[src/rtl/cpu_trace_unit.sv]
// cpu_trace_unit: saturating pipeline event counters with an on-demand snapshot
// record streamed over valid/ready. Optional retire counter: TRACE_RETIRE_EN.
module cpu_trace_unit (
  input  logic        clk_i,
  input  logic        start_i,
  input  logic        stall_i,
  input  logic        flush_i,
  input  logic        retire_i,
  input  logic [31:0] pc_i,
  input  logic        snap_req_i,
  input  logic        trace_ready_i,
  output logic        trace_valid_o,
  output logic [31:0] trace_data_o,
  output logic        trace_last_o,
  output logic        busy_o
);
  localparam int DATA_W = 32;
`ifdef TRACE_RETIRE_EN
  localparam logic [2:0] LAST_IDX = 3'd5;
`else
  localparam logic [2:0] LAST_IDX = 3'd4;
`endif

  typedef enum logic {IDLE, SEND} state_t;

  state_t              state_q, state_d;
  logic [2:0]          idx_q, idx_d;
  logic                capture, xfer, last_word, vld_p0;
  logic [7:0]          seq_q;
  logic                overrun_q;
  logic [DATA_W-1:0]   cycle_cnt, stall_cnt, flush_cnt;
  logic [DATA_W-1:0]   hdr_p0, cyc_p0, stl_p0, fls_p0, pc_p0;
  logic [DATA_W-1:0]   word;

  function automatic logic [DATA_W-1:0] sat_inc(input logic [DATA_W-1:0] v,
                                                input logic en);
    if (en && (v != {DATA_W{1'b1}})) return v + {{(DATA_W-1){1'b0}}, 1'b1};
    return v;
  endfunction

  always_ff @(posedge clk_i) begin
    if (!start_i) begin
      cycle_cnt <= '0;
      stall_cnt <= '0;
      flush_cnt <= '0;
    end else begin
      cycle_cnt <= sat_inc(cycle_cnt, 1'b1);
      stall_cnt <= sat_inc(stall_cnt, stall_i);
      flush_cnt <= sat_inc(flush_cnt, flush_i);
    end
  end

`ifdef TRACE_RETIRE_EN
  logic [DATA_W-1:0] retire_cnt, ret_p0;

  always_ff @(posedge clk_i) begin
    if (!start_i)     retire_cnt <= '0;
    else              retire_cnt <= sat_inc(retire_cnt, retire_i);
    if (!start_i)     ret_p0 <= '0;
    else if (capture) ret_p0 <= retire_cnt;
  end
`else
  logic unused_retire;
  assign unused_retire = retire_i;
`endif

  // Stage p0: snapshot of counter values as they stood before the capture edge
  always_ff @(posedge clk_i) begin
    if (!start_i) begin
      hdr_p0 <= '0;
      cyc_p0 <= '0;
      stl_p0 <= '0;
      fls_p0 <= '0;
      pc_p0  <= '0;
    end else if (capture) begin
      hdr_p0 <= {16'hC0DE, overrun_q, 7'b0, seq_q};
      cyc_p0 <= cycle_cnt;
      stl_p0 <= stall_cnt;
      fls_p0 <= flush_cnt;
      pc_p0  <= pc_i;
    end
  end

  assign last_word = (idx_q == LAST_IDX);
  assign xfer      = (state_q == SEND) && trace_ready_i;

  always_comb begin
    state_d = state_q;
    idx_d   = idx_q;
    capture = 1'b0;
    case (state_q)
      IDLE: begin
        if (snap_req_i) begin
          capture = 1'b1;
          state_d = SEND;
          idx_d   = 3'd0;
        end
      end
      SEND: begin
        if (trace_ready_i) begin
          if (last_word) begin
            state_d = IDLE;
            idx_d   = 3'd0;
          end else begin
            idx_d = idx_q + 3'd1;
          end
        end
      end
      default: begin
        state_d = IDLE;
        idx_d   = 3'd0;
      end
    endcase
  end

  always_ff @(posedge clk_i) begin
    if (!start_i) begin
      state_q   <= IDLE;
      idx_q     <= 3'd0;
      seq_q     <= 8'd0;
      overrun_q <= 1'b0;
    end else begin
      state_q <= state_d;
      idx_q   <= idx_d;
      if (xfer && last_word) seq_q <= seq_q + 8'd1;
      // Requests arriving while a record is in flight are dropped but remembered
      if (capture)                              overrun_q <= 1'b0;
      else if (state_q == SEND && snap_req_i)   overrun_q <= 1'b1;
    end
  end

  always_comb begin
    word = '0;
    case (idx_q)
      3'd0: word = hdr_p0;
      3'd1: word = cyc_p0;
      3'd2: word = stl_p0;
      3'd3: word = fls_p0;
      3'd4: word = pc_p0;
`ifdef TRACE_RETIRE_EN
      3'd5: word = ret_p0;
`endif
      default: word = '0;
    endcase
  end

  // Outputs are held quiet combinationally while reset is asserted
  assign vld_p0        = start_i && (state_q == SEND);
  assign trace_valid_o = vld_p0;
  assign busy_o        = vld_p0;
  assign trace_last_o  = vld_p0 && last_word;
  assign trace_data_o  = start_i ? word : '0;

endmodule

[config.mk]
export PLATFORM = sky130hd
export DESIGN_NAME = cpu_trace_unit
export DESIGN_NICKNAME = d
export VERILOG_FILES = /design/src/rtl/cpu_trace_unit.sv
export SDC_FILE = /design/constraint.sdc
export NUM_CORES = 1
export LEC_CHECK = 0
export CORE_MARGIN = 5
export CORE_UTILIZATION = 31
export CTS_CLUSTER_DIAMETER = 40
export CTS_CLUSTER_SIZE = 10
export DETAILED_ROUTE_END_ITERATION = 16
export HOLD_SLACK_MARGIN = 0.08
export PLACE_DENSITY = 0.46
export SLEW_MARGIN = 10
export SYNTH_ARGS = -nofsm -noshare
export SYNTH_HDL_FRONTEND = slang
export SYNTH_SLANG_ARGS = --single-unit
[constraint.sdc]
create_clock -name clk_i -period 3.4 [get_ports clk_i]
set_clock_uncertainty 0.05 [all_clocks]
set_input_delay 0.68 -clock clk_i [delete_from_list [all_inputs] [get_ports clk_i]]
set_output_delay 0.68 -clock clk_i [all_outputs]
set_load 0.02 [all_outputs]
==> results.tsv <==
stage	metric	value	unit
yosys	ys.flop_type	dfxtp_1	
power	leakagePower	4.56	nW
critical_path	worstPathRequired	2670	ps
yosys	yosys_warnings	0	
cts	cts-htree-levels	2	
yosys	ys_top_cells_by_area	dfxtp_1 45%, nand2_1 12%, a21oi_1 10%	
cts	numCtsBuffers	44	
sta	fin_crit_sh	97.7	%
placed_design	portBuffers	72	
hold_path	whs_path_depth	2	
drt	dr_total_vias	10067	
yosys	synth_cell_type_count	59	
cts	cts.clk_slew.worst_paths	50	ps
outcome	status	complete, no violations	
sta	hold_viol_final	0	
critical_path	end_kind	output pin	
sta	worst_slew_pin_slew	785	ps
finish	layout-drive-gt1-share	10.2	%
finish	diodes	0	
drt	avgRoutedWirePerCell	18.2	um
placed_design	dp_cells	1838	
global_routing	grt_pass1_vias	9703	
sta	setup_ws	78.6	ps
cts	clock_path_buffers	3	
yosys	postSynthAreaPerCell	7.94	um^2
global_routing	antenna_found_initial	0	
sta	setup_viol	0	
yosys	syn_inst	1375	
die	dieArea	39100	um^2
cts	clkSinkCount	247	
critical_path	r2r_slack	930	ps
global_routing	grt_util_all_layers	17.5	%
sta	finalCriticalPeriod	3320	ps
hold_path	hold_class	flop to flop	
drt	via_per_inst	5.24	
yosys	async_flop_share	0	%
power	total_power	7.78	mW
placed_design	dp_slack	-134	ps
yosys	yosysMostFrequentCell	nand2_1	
yosys	synth_top_cells_by_count	335 x nand2_1, 247 x dfxtp_1, 221 x a21oi_1, 78 x clkbuf_1, 58 x a22oi_1	
finish	design_area	13800	um^2
yosys	synth_top_area_cell	dfxtp_1	
finish	final_nets	1478	
yosys	synth-edff-count	0	
critical_path	critPathMaxFanout	23	
die	rows	68	
die	die_w	198	um
drt	drt_iter0_drc	534	
drt	post-route-drc-count	0	
yosys	yosysSeqAreaShare	45.3	%
drt	drtPass1Iterations	5	
finish	syn2layout_area_growth	25.9	%
critical_path	rr_worst_depth	6	
drt	ant_nets	0	
finish	fin_util	39.7	%
global_routing	grt_first_pass_wirelength	55200	um
die	initial_core_util	31.5	%
yosys	syn_area	10900	um^2
placed_design	gp_congestion	0.770	
sta	rsz0062_at_grt	false	
die	ios	74	
sta	drv_slew	0	
yosys	ys_ff_latch	247	
global_routing	grt_max_degree	90	
critical_path	worstPathArrival	2590	ps
flow_run	cap_violations	0	
die	dieHeight	198	um
power	vdd_drop_max	0.000376	V
placed_design	place_area	12200	um^2
critical_path	worstSetupPathType	flop to output pin	
finish	fill_cells	3544	
placed_design	place_hpwl	23500	um
sta	slew-limit-headroom	47.2	%
yosys	synth_nets	1423	
sta	clock.fmax	301	MHz
cts	clockRootBuffer	clkbuf_16	
die	core-area	34600	um^2
global_routing	overflow	0	
power	power_density	566	nW/um^2
drt	wl	35000	um
cts	clk_latency	520	ps
cts	tritoncts	yes	
finish	fin_cells	1921	
yosys	synth_top_cell_area_share	45.3	%
critical_path	start_kind	flop	
-- layout by cell type (no fill, tap or decap), types with 11 or more instances in the layout --
master             n
and3_1            12
nand2_1          334
dfxtp_1          246
o21ai_0           41
inv_1             17
or3_1             54
nor2_1            36
nand4_1           30
a21oi_1          221
a22oi_1           53
clkbuf_16         46
and4_1            13
clkdlybuf4s50_1   40
nand3_1           38
a31oi_1           18
dlygate4sd2_1     21
buf_4             20
o21ai_1           20
mux2i_1           11
-- kinds of logic after synthesis --
group / after synthesis / synth area share [%]
xor+xnor: 16 / 1.28
buf+inv: 113 / 4.28
fa+ha+maj: 9 / 1.03
compound gates: 401 / 21.8
mux: 11 / 1.01
flops: 247 / 45.3
simple gates: 578 / 25.4
-- critical path: stages, from the launching register on --
cell,delay (ps)
dfxtp_2,340
inv_1,80
ha_1,220
buf_4,170
and2_1,210
buf_12,190
a22oi_1,90
buf_4,160
a31oi_1,230
clkdlybuf4s15_1,350
-- path summary, 6_finish.rpt --
path / from / endpoint
worst max-delay path: idx_q[0]$_SDFFE_PN0P_ / trace_data_o[20]
worst min-delay path: pc_p0[9]$_SDFFE_PN0P_ / pc_p0[9]$_SDFFE_PN0P_
worst max register to register: stall_cnt[0]$_SDFFE_PN0P_ / stall_cnt[28]$_SDFFE_PN0P_
worst min register to register: pc_p0[9]$_SDFFE_PN0P_ / pc_p0[9]$_SDFFE_PN0P_
-- per-stage QoR --
step,TNS [ps],hold slack (ps)
final,0,403
after global routing,0,421
after CTS,-81.5,403
after detailed placement,-2790,396
after global placement,-2650,391
after floorplan,0,381
-- routing by layer --
layer  wire [um]  global-route usage [%]  vias up
met1       17300                    25.4     4815
met2       15600                    27.0      177
met4         576                    3.85        0
met5           0                       0        -
met3        1610                    3.57       51
li1            -                       -     5024
-- report_power, final --
| group | switching [mW] | total (mW) | internal (mW) | leakage [nW] |
|---|---|---|---|---|
| logic | 0.226 | 0.339 | 0.113 | 1.82 |
| registers | 0.0320 | 2.97 | 2.94 | 2.00 |
| clock network | 1.55 | 4.48 | 2.92 | 0.744 |
| total | 1.81 | 7.78 | 5.97 | 4.56 |
-- timing repair --
action | CTS | global route
pin swaps | 1 | 1
cloned | 0 | 0
hold buffers | 0 | 0
gates resized for setup | 43 | 22
buffers inserted | 1 | 0
endpoints found under the setup margin | 32 | 14
-- registers in the layout (all words and copies together), names as in the netlist --
name / flops
flush_cnt: 32
idx_q: 3
pc_p0: 32
seq_q: 8
cyc_p0: 32
stall_cnt: 32
state_q: 1
hdr_p0: 10
fls_p0: 32
stl_p0: 32
cycle_cnt: 32
overrun_q: 1
-- cell type report --
type | count | area [um^2] | share of cell area [%]
tap | 455 | 569 | 4.14
timing repair buffer | 104 | 1050 | 7.61
inverter | 18 | 72.6 | 0.528
clock inverter | 26 | 288 | 2.09
multi-input combinational | 1015 | 5580 | 40.6
clock buffer | 56 | 1250 | 9.08
sequential | 247 | 4950 | 36.0
Note: power is estimated with default switching activity, not from simulation.
